==> config.mk <==
export PLATFORM = sky130hd
export DESIGN_NAME = imm_control_sequencer_flat
export DESIGN_NICKNAME = d
export VERILOG_FILES = /design/src/rtl/imm_control_sequencer_if.sv /design/src/rtl/imm_control_sequencer.sv /design/src/flat_wrapper.sv
export SDC_FILE = /design/constraint.sdc
export NUM_CORES = 1
export LEC_CHECK = 0
export CAP_MARGIN = 40
export CORE_MARGIN = 1
export CORE_UTILIZATION = 40
export CTS_BUF_LIST = sky130_fd_sc_hd__clkbuf_8
export CTS_CLUSTER_SIZE = 10
export DETAILED_ROUTE_END_ITERATION = 6
export PLACE_DENSITY = 0.82
export SETUP_SLACK_MARGIN = 0.05
export SYNTH_ARGS = -nofsm -noshare
export SYNTH_HDL_FRONTEND = slang
export SYNTH_SLANG_ARGS = --single-unit
export TNS_END_PERCENT = 10
==> constraint.sdc <==
create_clock -name clk -period 1.8 [get_ports clk]
set_clock_uncertainty 0.2 [all_clocks]
set_input_delay 0.18 -clock clk [delete_from_list [all_inputs] [get_ports clk]]
set_output_delay 0.18 -clock clk [all_outputs]
set_load 0.03 [all_outputs]
==> src/rtl/imm_control_sequencer_if.sv <==
// Control/status bundle between imm_control_sequencer and the bus datapath.
// The sequencer takes the master side; the datapath (or a bench) takes the slave side.
interface imm_control_sequencer_if #(
    parameter int unsigned BITS = 32,
    parameter int unsigned CNTW = 16
);
    logic            run_in;
    logic [BITS-1:0] ir_val;
    logic            mem_done;

    logic PCout, MARin, IncPC, RZin, RZout, PCin, Read, MDRin, MDRout, IRin;
    logic Grb, Rout, RYin, Cout, Gra, Rin;
    logic ADD, AND, OR;

    logic            busy;
    logic            halted;
    logic            illegal;
    logic [CNTW-1:0] instr_count;

    modport master (
        input  run_in, ir_val, mem_done,
        output PCout, MARin, IncPC, RZin, RZout, PCin, Read, MDRin, MDRout, IRin,
        output Grb, Rout, RYin, Cout, Gra, Rin, ADD, AND, OR,
        output busy, halted, illegal, instr_count
    );

    modport slave (
        output run_in, ir_val, mem_done,
        input  PCout, MARin, IncPC, RZin, RZout, PCin, Read, MDRin, MDRout, IRin,
        input  Grb, Rout, RYin, Cout, Gra, Rin, ADD, AND, OR,
        input  busy, halted, illegal, instr_count
    );
endinterface

==> src/rtl/imm_control_sequencer.sv <==
// Fetch/decode/execute sequencer for immediate ALU ops (addi/andi/ori), nop and halt.
// Moore strobes decoded from state; only T3 looks at the live IR opcode.
module imm_control_sequencer #(
    parameter int unsigned    BITS    = 32,
    parameter int unsigned    OPW     = 5,
    parameter logic [OPW-1:0] OP_ADDI = 5'b01100,
    parameter logic [OPW-1:0] OP_ANDI = 5'b01101,
    parameter logic [OPW-1:0] OP_ORI  = 5'b01110,
    parameter logic [OPW-1:0] OP_NOP  = 5'b11010,
    parameter logic [OPW-1:0] OP_HALT = 5'b11011,
    parameter int unsigned    CNTW    = 16
) (
    input logic                  clk,
    input logic                  reset,
    imm_control_sequencer_if.master bus
);

    typedef enum logic [2:0] {
        StIdle, StT0, StT1, StT2, StT3, StT4, StT5, StHalted
    } state_e;

    state_e          state_q, state_d;
    logic [OPW-1:0]  op_q, op_d;
    logic [CNTW-1:0] cnt_q, cnt_d;
    logic            illegal_q, illegal_d;
    logic            first_t1_q, first_t1_d;

    logic [OPW-1:0]  op_live;
    logic            live_is_alu;
    logic            unused_ir;

    assign op_live     = bus.ir_val[BITS-1 -: OPW];
    assign live_is_alu = (op_live == OP_ADDI) || (op_live == OP_ANDI) || (op_live == OP_ORI);
    assign unused_ir   = ^bus.ir_val[BITS-OPW-1:0];

    always_comb begin
        state_d    = state_q;
        op_d       = op_q;
        cnt_d      = cnt_q;
        illegal_d  = illegal_q;
        first_t1_d = first_t1_q;
        unique case (state_q)
            StIdle: if (bus.run_in) state_d = StT0;
            StT0: begin
                state_d    = StT1;
                first_t1_d = 1'b1;
            end
            StT1: begin
                first_t1_d = 1'b0;
                if (bus.mem_done) state_d = StT2;
            end
            StT2: state_d = StT3;
            StT3: begin
                op_d = op_live;
                if (live_is_alu) begin
                    state_d = StT4;
                end else if (op_live == OP_NOP) begin
                    cnt_d   = cnt_q + CNTW'(1);
                    state_d = bus.run_in ? StT0 : StIdle;
                end else if (op_live == OP_HALT) begin
                    cnt_d   = cnt_q + CNTW'(1);
                    state_d = StHalted;
                end else begin
                    // Undefined opcode traps without retiring.
                    illegal_d = 1'b1;
                    state_d   = StHalted;
                end
            end
            StT4: state_d = StT5;
            StT5: begin
                cnt_d   = cnt_q + CNTW'(1);
                state_d = bus.run_in ? StT0 : StIdle;
            end
            StHalted: state_d = StHalted;
            default:  state_d = StIdle;
        endcase
    end

    always_ff @(posedge clk or negedge reset) begin
        if (!reset) begin
            state_q    <= StIdle;
            op_q       <= '0;
            cnt_q      <= '0;
            illegal_q  <= 1'b0;
            first_t1_q <= 1'b0;
        end else begin
            state_q    <= state_d;
            op_q       <= op_d;
            cnt_q      <= cnt_d;
            illegal_q  <= illegal_d;
            first_t1_q <= first_t1_d;
        end
    end

    always_comb begin
        bus.PCout  = 1'b0;
        bus.MARin  = 1'b0;
        bus.IncPC  = 1'b0;
        bus.RZin   = 1'b0;
        bus.RZout  = 1'b0;
        bus.PCin   = 1'b0;
        bus.Read   = 1'b0;
        bus.MDRin  = 1'b0;
        bus.MDRout = 1'b0;
        bus.IRin   = 1'b0;
        bus.Grb    = 1'b0;
        bus.Rout   = 1'b0;
        bus.RYin   = 1'b0;
        bus.Cout   = 1'b0;
        bus.Gra    = 1'b0;
        bus.Rin    = 1'b0;
        bus.ADD    = 1'b0;
        bus.AND    = 1'b0;
        bus.OR     = 1'b0;
        unique case (state_q)
            StT0: begin
                bus.PCout = 1'b1;
                bus.MARin = 1'b1;
                bus.IncPC = 1'b1;
                bus.RZin  = 1'b1;
            end
            StT1: begin
                bus.RZout = 1'b1;
                bus.Read  = 1'b1;
                bus.MDRin = 1'b1;
                bus.PCin  = first_t1_q;
            end
            StT2: begin
                bus.MDRout = 1'b1;
                bus.IRin   = 1'b1;
            end
            StT3: begin
                bus.Grb  = live_is_alu;
                bus.Rout = live_is_alu;
                bus.RYin = live_is_alu;
            end
            StT4: begin
                bus.Cout = 1'b1;
                bus.RZin = 1'b1;
                bus.ADD  = (op_q == OP_ADDI);
                bus.AND  = (op_q == OP_ANDI);
                bus.OR   = (op_q == OP_ORI);
            end
            StT5: begin
                bus.RZout = 1'b1;
                bus.Gra   = 1'b1;
                bus.Rin   = 1'b1;
            end
            default: ;
        endcase
    end

    assign bus.busy        = (state_q != StIdle) && (state_q != StHalted);
    assign bus.halted      = (state_q == StHalted);
    assign bus.illegal     = illegal_q;
    assign bus.instr_count = cnt_q;

endmodule

==> src/flat_wrapper.sv <==
// flat-port wrapper written by rule: the top's interface ports become plain ports
module imm_control_sequencer_flat 
#(
    parameter int unsigned    BITS    = 32,
    parameter int unsigned    OPW     = 5,
    parameter logic [OPW-1:0] OP_ADDI = 5'b01100,
    parameter logic [OPW-1:0] OP_ANDI = 5'b01101,
    parameter logic [OPW-1:0] OP_ORI  = 5'b01110,
    parameter logic [OPW-1:0] OP_NOP  = 5'b11010,
    parameter logic [OPW-1:0] OP_HALT = 5'b11011,
    parameter int unsigned    CNTW    = 16
)
  (clk, reset, bus_run_in, bus_ir_val, bus_mem_done, bus_PCout, bus_MARin, bus_IncPC, bus_RZin, bus_RZout, bus_PCin, bus_Read, bus_MDRin, bus_MDRout, bus_IRin, bus_Grb, bus_Rout, bus_RYin, bus_Cout, bus_Gra, bus_Rin, bus_ADD, bus_AND, bus_OR, bus_busy, bus_halted, bus_illegal, bus_instr_count);
  imm_control_sequencer_if #(.BITS(BITS), .CNTW(CNTW)) bus_i ();
  input logic clk;
  input logic reset;
  input wire logic [$bits(bus_i.run_in)-1:0] bus_run_in;
  input wire logic [$bits(bus_i.ir_val)-1:0] bus_ir_val;
  input wire logic [$bits(bus_i.mem_done)-1:0] bus_mem_done;
  output wire logic [$bits(bus_i.PCout)-1:0] bus_PCout;
  output wire logic [$bits(bus_i.MARin)-1:0] bus_MARin;
  output wire logic [$bits(bus_i.IncPC)-1:0] bus_IncPC;
  output wire logic [$bits(bus_i.RZin)-1:0] bus_RZin;
  output wire logic [$bits(bus_i.RZout)-1:0] bus_RZout;
  output wire logic [$bits(bus_i.PCin)-1:0] bus_PCin;
  output wire logic [$bits(bus_i.Read)-1:0] bus_Read;
  output wire logic [$bits(bus_i.MDRin)-1:0] bus_MDRin;
  output wire logic [$bits(bus_i.MDRout)-1:0] bus_MDRout;
  output wire logic [$bits(bus_i.IRin)-1:0] bus_IRin;
  output wire logic [$bits(bus_i.Grb)-1:0] bus_Grb;
  output wire logic [$bits(bus_i.Rout)-1:0] bus_Rout;
  output wire logic [$bits(bus_i.RYin)-1:0] bus_RYin;
  output wire logic [$bits(bus_i.Cout)-1:0] bus_Cout;
  output wire logic [$bits(bus_i.Gra)-1:0] bus_Gra;
  output wire logic [$bits(bus_i.Rin)-1:0] bus_Rin;
  output wire logic [$bits(bus_i.ADD)-1:0] bus_ADD;
  output wire logic [$bits(bus_i.AND)-1:0] bus_AND;
  output wire logic [$bits(bus_i.OR)-1:0] bus_OR;
  output wire logic [$bits(bus_i.busy)-1:0] bus_busy;
  output wire logic [$bits(bus_i.halted)-1:0] bus_halted;
  output wire logic [$bits(bus_i.illegal)-1:0] bus_illegal;
  output wire logic [$bits(bus_i.instr_count)-1:0] bus_instr_count;
  assign bus_i.run_in = bus_run_in;
  assign bus_i.ir_val = bus_ir_val;
  assign bus_i.mem_done = bus_mem_done;
  assign bus_PCout = bus_i.PCout;
  assign bus_MARin = bus_i.MARin;
  assign bus_IncPC = bus_i.IncPC;
  assign bus_RZin = bus_i.RZin;
  assign bus_RZout = bus_i.RZout;
  assign bus_PCin = bus_i.PCin;
  assign bus_Read = bus_i.Read;
  assign bus_MDRin = bus_i.MDRin;
  assign bus_MDRout = bus_i.MDRout;
  assign bus_IRin = bus_i.IRin;
  assign bus_Grb = bus_i.Grb;
  assign bus_Rout = bus_i.Rout;
  assign bus_RYin = bus_i.RYin;
  assign bus_Cout = bus_i.Cout;
  assign bus_Gra = bus_i.Gra;
  assign bus_Rin = bus_i.Rin;
  assign bus_ADD = bus_i.ADD;
  assign bus_AND = bus_i.AND;
  assign bus_OR = bus_i.OR;
  assign bus_busy = bus_i.busy;
  assign bus_halted = bus_i.halted;
  assign bus_illegal = bus_i.illegal;
  assign bus_instr_count = bus_i.instr_count;
  imm_control_sequencer #(.BITS(BITS), .OPW(OPW), .OP_ADDI(OP_ADDI), .OP_ANDI(OP_ANDI), .OP_ORI(OP_ORI), .OP_NOP(OP_NOP), .OP_HALT(OP_HALT), .CNTW(CNTW)) u_core (.clk(clk), .reset(reset), .bus(bus_i));
endmodule
## After elaboration in Yosys (flattened, before gate mapping)

Index checks and enable logic that the tools add are counted.
W data, S select, Z words.

| storage, ports and cells | value |
|---|---|
| output and inout bits | 38 |
| bits in latches | 0 |
| bits in writable memories | 0 |
| bits in read-only memories | 0 |
| bits in registers | 26 |
| bits of input ports | 36 |
| memories kept | 0 |

| cells by class | value |
|---|---|
| reduce and logical (&&, ||, !) cells | 12 |
| $mul | 0 |
| shift operators | 0 |
| $lt $le $gt $ge | 0 |
| multiplexer cells | 23 |
| bitwise gates (word level) | 3 |
| divide/modulo/power cells | 0 |
| add/sub/neg operators | 1 |
| eq/ne operators | 20 |

Operator list:

| operator | number |
|---|---|
| $mux W16 | 3 |
| $pmux W16 S2 | 1 |
| $eq A5 B4 Y1 const B | 6 |
| $pmux W3 S8 | 1 |
| $add A16 B1 Y16 const B | 1 |
| $mux W1 | 13 |
| $eq A3 B3 Y1 const B | 4 |
| $mux W3 | 4 |
| $eq A5 B5 Y1 const B | 2 |
| $eq A3 B2 Y1 const B | 2 |
| $ne A2 B2 Y1 const B | 3 |
| $reduce_and A4 Y1 | 1 |
| $reduce_bool A2 Y1 | 2 |
| $reduce_or A2 Y1 | 2 |
| $eq A3 B1 Y1 const B | 1 |
| $logic_not A3 Y1 | 1 |
| $ne A3 B1 Y1 const B | 1 |
| $ne A3 B3 Y1 const B | 1 |
| $not A1 Y1 | 3 |
| $reduce_and A3 Y1 | 1 |
| $reduce_bool A3 Y1 | 1 |
| $logic_or A1 B1 Y1 | 2 |
| $pmux W1 S2 | 1 |
| $reduce_and A2 Y1 | 1 |
| $logic_and A1 B1 Y1 | 1 |

## Depth between registers and ports, before layout

| depth | value |
|---|---|
| word-level depth | 5 |
| gate-level depth with buffers | 5 |
| depth with buffers taken out | 5 |

## Worst setup path after synthesis

Ideal clock, no wire load.

| timing | value |
|---|---|
| path kind | reg2out |
| start point | register u_core.state_q[2] |
| end point | output bus_OR |
| data required time | 1.420 ns |
| buffers on the path | 1 |
| path slack | -0.977 ns |
| arrival | 2.397 ns |
| cell stages (with the launch flop) | 6 |
| cell sequence | dfrtp_1 buf_2 inv_1 nor3_1 nand4b_1 nor3b_1 |

| between the ends | value |
|---|---|
| cells in the longest elaborated chain, start to end | 2 |

RTL lines:

| item | line | text |
|---|---|---|
| start: declaration | imm_control_sequencer.sv:22 | `state_e state_q, state_d;` |
| start signal: assignment | imm_control_sequencer.sv:81 | `state_q <= StIdle;` |
| start signal: assignment | imm_control_sequencer.sv:87 | `state_q <= state_d;` |
| $eq A3 B3 Y1 | imm_control_sequencer.sv:115 | `unique case (state_q)` |
| $mux W1 | imm_control_sequencer.sv:115 |  |
| end: declaration | flat_wrapper.sv:38 | `output wire logic [$bits(bus_i.OR)-1:0] bus_OR;` |

Every way passes these cells.

## Worst setup path after layout

| timing | value |
|---|---|
| start point | register u_core.state_q[1] |
| end point | output bus_AND |

| between the ends | value |
|---|---|
| cells in the longest elaborated chain, start to end | 2 |

RTL lines:

| item | line | text |
|---|---|---|
| $eq A3 B3 Y1 | imm_control_sequencer.sv:115 |  |
| $mux W1 | imm_control_sequencer.sv:115 |  |
| end: declaration | flat_wrapper.sv:37 | `output wire logic [$bits(bus_i.AND)-1:0] bus_AND;` |

Every way passes these cells.

==> results.json <==
{
  "die-area_um2": 3620,
  "post_cts_hold_buffers": 0,
  "count_of_nets_after_finishing": 233,
  "dieHeight_um": 60.2,
  "drive_above_1_share_pct": 42.1,
  "hold_path.class": "primary input to async pin",
  "netlist-cell-type-count": 33,
  "timing.slew.headroom_pct": 78.2,
  "report.final.hold_viol_count": 0,
  "critPathCaptureType": "output pin",
  "floorplan.rows": 20,
  "groute.usage.overall_pct": 19.2,
  "worst_slack_ns": -0.146,
  "synthArstFlopShare_pct": 100,
  "largest_family_of_logic_cells_by_synthesized_area": "simple AND/OR/NAND/NOR gates",
  "drt-wirelength-per-cell_um": 13.8,
  "most_frequently_used_flop_master_after_synthesis": "dfrtp_1",
  "post_layout_inst_area_um2": 2170,
  "antenna_left": 0,
  "num_antenna_cells": 0,
  "post-route-period-util_pct": 108,
  "grt_max_degree": 27,
  "via_count": 1202,
  "drt-initial-drc-count": 55,
  "dpl-instance-area_um2": 1980,
  "post-route-min-period_ns": 1.95,
  "fin_util_pct": 69.3,
  "initial_antenna_violation_count": 0,
  "crit_arrival_ns": 1.57,
  "via_count_of_the_first_global_routing_pass": 1147,
  "place.detailed.instances": 231,
  "nFillCells": 227,
  "worst_path_required_ns": 1.42,
  "cts_tree": "done",
  "vdd.ir_drop.worst_mv": 0.989,
  "synth_xor_area_share_pct": 9.71,
  "gp_routability_congestion": 0.736,
  "numCtsBuffers": 3,
  "synth.ff_latch_count": 26,
  "starting_utilization_of_the_core_area_pct": 43.2,
  "critical_path.startpoint_type": "flip-flop",
  "synth.largest_area_cell": "dfrtp_1",
  "p_total_uw": 3310,
  "finalWirelength_mm": 3.31,
  "cts.root.buffer_cell": "clkbuf_8",
  "post-synth-top-count-cell": "dfrtp_1",
  "synth_mux_area_share_pct": 5.00,
  "route.detailed.drc": 0,
  "synth_top_area_share_pct": 48.1,
  "dr_wl_met2_mm": 1.68,
  "power.leakage_uw": 0.000963,
  "core_area_um2": 3130,
  "finalNonFillerCells": 239,
  "synthesized_area_fraction_occupied_by_adder_cells_pct": 0.925,
  "drt-met1-wl_mm": 1.41,
  "unrepaired_setup_endpoints_after_global_routing": "true",
  "post_detailed_route_via_to_cell_ratio": 5.03,
  "top_layer_used": "met4",
  "seq_area_frac_synth_pct": 48.1,
  "cts-htree-levels": 1,
  "sequential_cell_area_um2": 653,
  "result_of_the_run": "complete, but fails checks",
  "io_buffer_count": 46,
  "synth_simple_gate_area_share_pct": 21.4,
  "drt_pass_1_iters": 4,
  "critical_path_class": "flip-flop to output pin",
  "dp.final_hpwl_mm": 2.42,
  "die_w_um": 60.2,
  "tightestPinTransition_ns": 0.326,
  "final_max_slew_viol_count": 0,
  "finalSetupViolCount": 10,
  "synth_area_in_compound_gates_pct": 8.70,
  "clock_sink_count": 26,
  "post_synth_instance_area_um2": 1350,
  "synth_top_cells_by_count": "dfrtp_1, nor3_1, nor2_1",
  "multi_input_area_um2": 733,
  "overflow": 0,
  "power_density_nw_per_um2": 1530,
  "timing.fmax_mhz": 514,
  "postSynthCellCount": 130,
  "violations_in_the_final_reports": "negative setup slack",
  "num_io_pins": 74,
  "yosys_warnings": 0,
  "synth.area.top_cells": "dfrtp_1, xor2_1, mux2_2, xnor2_1, nor3_1",
  "met3WireLength_um": 153,
  "synth_fp_nets": 167,
  "syn_to_final_growth_pct": 60.2,
  "clock_edge_transition_at_the_registers_on_the_reported_setup_and_hold_paths_ns": 0.09,
  "critPathMaxFanout": 6,
  "r2r-start": "u_core.state_q[1]$_DFFE_PN0P_",
  "max-clock-path-buffers": 2,
  "cap_viol_max_count": 0,
  "critPathLaunch": "u_core.state_q[1]$_DFFE_PN0P_",
  "synth-edff-count": 0,
  "worst_skew_pair.late_latency_ns": 0.27,
  "syn-mean-instance-area_um2": 10.4,
  "first_pass_grt_wire_length_mm": 5.15
}
-- repair_timing --
item / 4_1_cts / 5_1_grt
buffers inserted: 3 / 1
endpoints found under the setup margin: 30 / 35
resized for setup: 29 / 13
pin swaps: 7 / 7
-- metal layers --
| metal | up-vias | track usage, % |
|---|---|---|
| met1 | 578 | 24.2 |
| met4 | 0 | 7.31 |
| met3 | 6 | 3.25 |
| met2 | 35 | 32.7 |
| met5 | - | 0 |
| li1 | 583 | - |
-- sequential cells by signal, indices dropped and copies added, names as in the netlist --
signal and count:
u_core.state_q 3, u_core.bus.instr_count 16, u_core.bus.illegal 1, u_core.first_t1_q 1
u_core.op_q 5
-- cells by family (layout without fill, tap and decap cells) --
logic type | Yosys count | count (layout)
simple gates | 50 | 50
flops | 26 | 26
compound gates | 17 | 17
xor+xnor | 15 | 15
buf+inv | 15 | 80
mux | 6 | 6
fa+ha+maj | 1 | 1
-- per-stage QoR --
stage | hold slack [ns] | setup slack [ns] | setup TNS [ns]
finish | 0.0850 | -0.146 | -0.698
global route | 0.107 | -0.255 | -1.88
CTS | 0.0941 | -0.186 | -0.700
detailed placement | 0.260 | -0.175 | -1.27
global placement | 0.257 | -0.158 | -1.00
floorplan | -0.316 | -0.259 | -1.88
-- critical path, cell delays in order (launching register included) --
cell      delay, ns
dfrtp_2        0.47
nor3_4         0.22
nand4b_1       0.13
buf_6          0.15
nor3b_4        0.18
buf_6          0.15
-- final timing paths --
path / slack [ns] / cells after the start / endpoint
min in group clk: 0.27 / 3 / u_core.op_q[4]$_DFFE_PN0P_
setup / recovery: -0.15 / 5 / bus_AND
hold / removal: 0.09 / 2 / u_core.bus.instr_count[7]$_DFFE_PN0P_
max in group asynchronous: 1.05 / 2 / u_core.state_q[2]$_DFFE_PN0P_
hold reg to reg: 0.28 / 1 / u_core.bus.instr_count[15]$_DFFE_PN0P_
setup reg to reg: 0.02 / 5 / u_core.bus.instr_count[9]$_DFFE_PN0P_
-- where the power goes --
group	total, µW	switching [µW]	internal [µW]
clock	479	182	297
combinational	1870	1060	818
sequential	956	203	753
-- layout make-up --
cell class	count	share of cell area [%]
clock inverter	1	1.39
tap	44	2.54
inverter	4	0.924
clock buffer	3	1.91
multi-input combinational	89	33.8
timing repair buffer	72	29.3
sequential	26	30.1
-- cells in the final DEF, fill, tap and decap left out, types with 6 or more instances in the layout --
cell,instances
dlymetal6s2s_1,6
dlygate4sd2_1,11
nor3_4,6
dfrtp_1,24
xnor2_1,7
buf_6,7
buf_4,39
nor2_1,9
nand2_1,7
xor2_1,8
mux2_2,6
clkdlybuf4s50_1,8
No activity file was read; power rests on OpenSTA's default activity.
